`config.mk`:
```
export PLATFORM = sky130hd
export DESIGN_NAME = bullet_manager
export DESIGN_NICKNAME = d
export VERILOG_FILES = /design/src/rtl/bullet_manager.sv
export SDC_FILE = /design/constraint.sdc
export NUM_CORES = 1
export LEC_CHECK = 0
export ABC_AREA = 1
export CAP_MARGIN = 20
export CORE_MARGIN = 4
export CORE_UTILIZATION = 35
export DETAILED_ROUTE_END_ITERATION = 16
export PLACE_DENSITY_LB_ADDON = 0.08
export SLEW_MARGIN = 15
export SYNTH_ARGS = -nofsm -noshare
export SYNTH_HDL_FRONTEND = slang
export SYNTH_SLANG_ARGS = --single-unit
```
`constraint.sdc`:
```
create_clock -name clk -period 2.2 [get_ports clk]
set_input_delay 0.44 -clock clk [delete_from_list [all_inputs] [get_ports clk]]
set_output_delay 0.44 -clock clk [all_outputs]
set_load 0.03 [all_outputs]
```
`src/rtl/bullet_manager.sv`:
```
// Ammunition controller: owns the round count, paces fire through a cooldown and
// refills the magazine one round per reload period.
module bullet_manager #(
  parameter int unsigned MAX_BULLET    = 6,
  parameter int unsigned FIRE_COOLDOWN = 2_500_000,
  parameter int unsigned RELOAD_CYCLES = 12_500_000,
  parameter int unsigned CNT_W         = 24
) (
  input  logic       clk,
  input  logic       rst,
  input  logic       fire_req,
  input  logic       reload_req,
  output logic [4:0] leftBullet,
  output logic       shot,
  output logic       dry_fire,
  output logic       reloading
);

  localparam logic [4:0]       MaxRounds  = 5'(MAX_BULLET);
  localparam logic [CNT_W-1:0] CoolLoad   = CNT_W'(FIRE_COOLDOWN - 1);
  localparam logic [CNT_W-1:0] ReloadLoad = CNT_W'(RELOAD_CYCLES - 1);

  typedef enum logic [1:0] {
    StIdle,
    StCooldown,
    StReload
  } state_e;

  state_e           state_q;
  logic [CNT_W-1:0] timer_q;
  logic             reload_pend_q;
  logic [4:0]       left_q;
  logic             shot_q;
  logic             dry_q;
  logic             reloading_q;

  logic       has_round;
  logic       not_full;
  logic       timer_zero;
  logic       want_reload;
  logic [4:0] left_inc;
  logic [4:0] left_dec;

  assign has_round   = (left_q != 5'd0);
  assign not_full    = (left_q < MaxRounds);
  assign timer_zero  = (timer_q == '0);
  // A reload deferred from cooldown counts as a fresh request on the first idle cycle.
  assign want_reload = reload_req | reload_pend_q;
  assign left_inc    = left_q + 5'd1;
  assign left_dec    = left_q - 5'd1;

  always_ff @(posedge clk or posedge rst) begin
    if (rst) begin
      state_q       <= StIdle;
      timer_q       <= '0;
      reload_pend_q <= 1'b0;
      left_q        <= MaxRounds;
      shot_q        <= 1'b0;
      dry_q         <= 1'b0;
      reloading_q   <= 1'b0;
    end else begin
      shot_q <= 1'b0;
      dry_q  <= 1'b0;
      case (state_q)
        StIdle: begin
          reload_pend_q <= 1'b0;
          if (fire_req && has_round) begin
            left_q  <= left_dec;
            shot_q  <= 1'b1;
            timer_q <= CoolLoad;
            state_q <= StCooldown;
          end else begin
            dry_q <= fire_req;
            if (want_reload && not_full) begin
              timer_q     <= ReloadLoad;
              state_q     <= StReload;
              reloading_q <= 1'b1;
            end
          end
        end

        StCooldown: begin
          if (reload_req) begin
            reload_pend_q <= 1'b1;
          end
          if (timer_zero) begin
            state_q <= StIdle;
          end else begin
            timer_q <= timer_q - 1'b1;
          end
        end

        StReload: begin
          // Firing aborts the reload, even on the cycle a round would have landed.
          if (fire_req && has_round) begin
            left_q      <= left_dec;
            shot_q      <= 1'b1;
            timer_q     <= CoolLoad;
            state_q     <= StCooldown;
            reloading_q <= 1'b0;
          end else begin
            dry_q <= fire_req;
            if (timer_zero) begin
              left_q <= left_inc;
              if (left_inc == MaxRounds) begin
                state_q     <= StIdle;
                reloading_q <= 1'b0;
              end else begin
                timer_q <= ReloadLoad;
              end
            end else begin
              timer_q <= timer_q - 1'b1;
            end
          end
        end

        default: begin
          state_q     <= StIdle;
          reloading_q <= 1'b0;
        end
      endcase
    end
  end

  assign leftBullet = left_q;
  assign shot       = shot_q;
  assign dry_fire   = dry_q;
  assign reloading  = reloading_q;

endmodule

```
## Word-level counts from Yosys, hierarchy flattened

Index checks and enable logic that the tools add are counted.

- Output and inout bits: 8
- Input port bits: 4
- Word-level logic and storage cells: 70
- Bits in registers: 35

- Muxes and demuxes: 30
- Magnitude comparators: 1
- $add $sub $neg: 3
- Bitwise operators: 2
- Equal/unequal tests: 13
- Reductions and logical operators: 14

Operators with widths:

| kind | number |
|---|---|
| $mux W24 | 6 |
| $pmux W24 S3 | 1 |
| $logic_not A24 Y1 | 1 |
| $sub A24 B1 Y24 const B | 1 |
| $mux W5 | 3 |
| $mux W2 | 6 |
| $ne A2 B2 Y1 const B | 6 |
| $mux W1 | 10 |
| $pmux W5 S2 | 1 |
| $ne A3 B3 Y1 const B | 3 |
| $reduce_and A4 Y1 | 2 |
| $pmux W2 S3 | 1 |
| $add A5 B1 Y5 const B | 1 |
| $eq A5 B3 Y1 const B | 1 |
| $lt A5 B3 Y1 const B | 1 |
| $reduce_and A5 Y1 | 1 |
| $reduce_bool A5 Y1 | 1 |
| $sub A5 B1 Y5 const B | 1 |
| $ne A4 B4 Y1 const B | 1 |
| $reduce_bool A2 Y1 | 2 |
| $pmux W1 S3 | 1 |
| $reduce_and A3 Y1 | 1 |
| $reduce_bool A3 Y1 | 1 |
| $eq A2 B1 Y1 const B | 1 |
| other kinds (8) | 9 |

## Longest topological paths before layout

- Depth after elaboration: 6
- Mapped depth: 14
- Mapped depth without buffers: 13

## Least setup slack after synthesis

No wires, ideal clock.

- Path kind: reg-to-reg
- From: reg left_q[1], in the netlist leftBullet[1]
- To: reg timer_q[11]
- Library setup time: 0.065 ns
- Arrival time: 1.977 ns
- Data required time: 2.135 ns
- Cell stages (with the launch flop): 15
- Buffers on the path: 3
- Period minus slack after synthesis: 2.042 ns
- Slack: 0.158 ns
- Cell sequence: dfstp_2 inv_1 ha_1 nand3_2 nand2_2 buf_4 nand3_2 nand2_1 inv_1 nand2_1 nor2_4 buf_6 buf_8 nand2_1 nand2_1

- Cells in the longest elaborated chain, start to end: 4
- Elaborated cells between the ends (all ways): 12
- Classes of those cells: add/sub (1); order compare (1); eq/ne (3); mux (3); reduce/logical (4)

Ends and longest elaborated chain:

| element | RTL line | RTL |
|---|---|---|
| from (decl) | 32 | `logic [4:0] left_q;` |
| from (signal assigned) | 57 | `left_q <= MaxRounds;` |
| from (signal assigned) | 68 | `left_q <= left_dec;` |
| from (signal assigned) | 96 | `left_q <= left_dec;` |
| $add A5 B1 Y5 (tied with other cells) | 49 | `assign left_inc = left_q + 5'd1;` |
| $eq A5 B3 Y1 (tied with other cells) | 105 | `if (left_inc == MaxRounds) begin` |
| $ne A4 B4 Y1 (no line) (tied with other cells) | n/a |  |
| $reduce_and A4 Y1 (no line) or $pmux W24 S3 (tied branches) | n/a |  |
| to (signal assigned) | 70 | `timer_q <= CoolLoad;` |
| to (signal assigned) | 109 | `timer_q <= ReloadLoad;` |
| to (signal assigned) | 112 | `timer_q <= timer_q - 1'b1;` |
| to (decl) | 30 | `logic [CNT_W-1:0] timer_q;` |

Several ways; a longest one is shown, not always the timed one.
A chain may end at the register's enable or synchronous reset.

## Final worst setup path

- From: reg left_q[2], in the netlist leftBullet[2]
- To: out leftBullet[2]

RTL lines:

| element | RTL line | RTL |
|---|---|---|
| to (decl) | 13 | `output logic [4:0] leftBullet,` |

No word-level cell between the ends.

==> results_dict.tcl <==
set metrics [dict create \
    yosys.area.top_type "dfrtp_1" \
    cts_buffers 5 \
    fill_cells 827 \
    final_common_cell "nand2_1" \
    netlist_area_sq_um 2790 \
    ys_warn_count 0 \
    drc 0 \
    n_antenna_cell 0 \
    ios 12 \
    finClkSkew_ns 0.00839 \
    reg2reg_slack_ns 0.16 \
    critPathMaxFanout 4 \
    initial_core_util_pct 36.1 \
    io_buffer_count 11 \
    multi_input_area_sq_um 1650 \
    synth.distinct_cells 30 \
    synthTopCellsByArea "dfrtp_1 30%, nand2_1 22%, nand3_1 7.0%" \
    syn_inst 429 \
    worstHoldPathCells 2 \
    place_inst 562 \
    viasPerCell 4.71 \
    cts_root_buf "clkbuf_8" \
    synth_top_family_by_area "simple AND/OR/NAND/NOR gates" \
    dr.pass1.iters 5 \
    antenna_found_initial 0 \
    gr-usage-all-layers_pct 17.4 \
    synth_top_cell_area_share_pct 29.6 \
    synth_compound_area_share_pct 6.60 \
    synth_seq_area_share_pct 31.5 \
    max_freq_mhz 471 \
    grt_start_max_net_pins 36 \
    ys.flop_type "dfrtp_1" \
    drv_cap 0 \
    period_share_pct 96.4 \
    drtAntennaViolNets 0 \
    fin_nets 485 \
    holdWs_ns 0.518 \
    crit_type "reg2out" \
    gp_congestion 0.823 \
    num_rows 32 \
    cts_sinks 35 \
    clk-insertion-delay-late_ns 0.29 \
    p_leak_nw 1.75 \
    syn-num-nets 441 \
    final.min_clock_period_ns 2.12 \
    avgRoutedWirePerCell_microns 13.7 \
    power_per_cell_area_nw_per_um2 1450 \
    slew_headroom_pct 68.1 \
    wl_mm 7.89 \
    synthAdderAreaFrac_pct 3.59 \
    layout_common_cells "163 x nand2_1, 50 x inv_1, 39 x nand3_1, 38 x nor2_1, 34 x buf_4" \
    r2r_start "leftBullet[0]" \
    end_kind "output port" \
    syn_to_final_growth_pct 20.6 \
    r2r-end "timer_q[22]" \
    dieArea_sq_um 9460 \
    muxShareOfSynthArea_pct 0 \
    synthArstFlopShare_pct 100 \
    drt-initial-drc-count 133 \
    cts_tree "yes" \
    vdd_drop_max_v 0.000636 \
    instances_no_fill 576 \
    min_delay_worst_endpoint "timer_q[23]" \
    dieHeight_microns 97.2 \
    cp.required_ns 1.76 \
    dp_hpwl_mm 5.71 \
    cts.path.max_buffers 2 \
    die_w_microns 97.2 \
    regArea_sq_um 878 \
    hold_class "reg2reg" \
    cts.clk_slew.worst_paths_ns 0.07 \
    cts_max_level 2 \
    grt_pass1_vias 2672 \
    syn_avg_cell_area_sq_um 6.50 \
    status "completed" \
    setup_viol 0 \
    hold_violations 0 \
    final_core_util_pct 43.5 \
    critPathLaunchType "flip-flop" \
    grt-ovfl-total 0 \
    synth_edf_count 0 \
    crit_arrival_ns 1.68 \
    fin_setup_tns_ns 0 \
    report.final.slew_viol_count 0 \
    drive_gt1_share_pct 15.6 \
    rr_worst_depth 11 \
    min_from "timer_q[23]" \
    synthXorXnorAreaFrac_pct 5.34 \
    core_area_sq_um 7730 \
    synthSimpleGateAreaFrac_pct 42.9 \
    tightest_slew_ns 0.478 \
    num_vias 2711 \
    grt_pass1_wl_mm 13.3 \
    ys_seq_elements 35 \
]
critical path: stages (launching register included):
cell and delay, ns:
dfstp_2 0.58, buf_4 0.15, clkdlybuf4s50_1 0.66
flip-flops by register name (all words and copies together), names as in the netlist:
signal / count
leftBullet: 5
reload_pend_q: 1
shot: 1
reloading: 1
timer_q: 24
state_q: 2
dry_fire: 1
metal layers:
layer / wire length, microns / global-route usage (%) / part of all wire [%] / up-vias
li1: - / - / - / 1422
met1: 4000 / 24.2 / 51 / 1247
met2: 3600 / 28.6 / 46 / 38
met3: 224 / 2.51 / 2.8 / 4
met4: 68 / 4.26 / 0.86 / 0
met5: 0 / 0 / 0 / -
kinds of logic (layout without fill, tap and decap cells):
family | count (synthesis) | after routing
buffers and inverters | 64 | 108
adder cells (fa/ha/maj) | 8 | 8
AND/OR/NAND/NOR | 272 | 273
flip-flops | 35 | 35
XOR/XNOR | 17 | 17
AO/OA/AOI/OAI | 33 | 33
Yosys cell counts, drive strengths merged, types with 3 or more instances:
master,instances
xor2,15
nor2,51
clkbuf,3
nand3,42
nand2,169
nand3b,3
o21ai,23
dfrtp,33
buf,8
inv,53
a21oi,7
o211ai,3
nand4,5
ha,8
worst max path at each step:
stage / from / end / slack (ns) / depth (start not counted)
floorplan: leftBullet[1] / timer_q[11] / 0.16 / 14
global placement: reload_req / timer_q[19] / -0.26 / 11
detailed placement: reload_req / timer_q[7] / -0.36 / 11
CTS: leftBullet[0] / timer_q[5] / 0.03 / 11
global route: leftBullet[0] / timer_q[23] / -0.0009 / 13
finish: leftBullet[2] / leftBullet[2] / 0.08 / 2
stage by stage:
step / worst slack [ns] / power, W / instance area (sq um)
floorplan: 0.158 / 0.00324 / 2790
global placement: -0.258 / 0.00410 / 3180
detailed placement: -0.359 / 0.00413 / 3180
CTS: 0.0327 / 0.00479 / 3320
global route: -0.000902 / 0.00537 / 3360
finish: 0.0789 / 0.00487 / 3360
cell type report:
| class | count | area share, % |
|---|---|---|
| Multi-Input combinational cell | 331 | 49.1 |
| Clock buffer | 8 | 2.98 |
| Sequential cell | 35 | 26.1 |
| Timing Repair Buffer | 47 | 12.1 |
| Inverter | 53 | 5.99 |
| Tap cell | 102 | 3.80 |
where the power goes:
| group | leakage, nW | internal, W | switching [W] |
|---|---|---|---|
| logic | 1.26 | 0.00120 | 0.00194 |
| registers | 0.431 | 0.000927 | 0.000258 |
| clock network | 0.0515 | 0.000286 | 0.000251 |
| total | 1.75 | 0.00242 | 0.00245 |
timing repair:
item | in CTS | in global routing
hold buffers | 0 | 0
gates cloned | 1 | 0
pin swaps | 1 | 1
hold endpoints to repair | 0 | 0
setup buffers | 2 | 3
setup endpoints to repair | 21 | 10
resized for setup | 1 | 3
(Power assumes the default switching activity.)
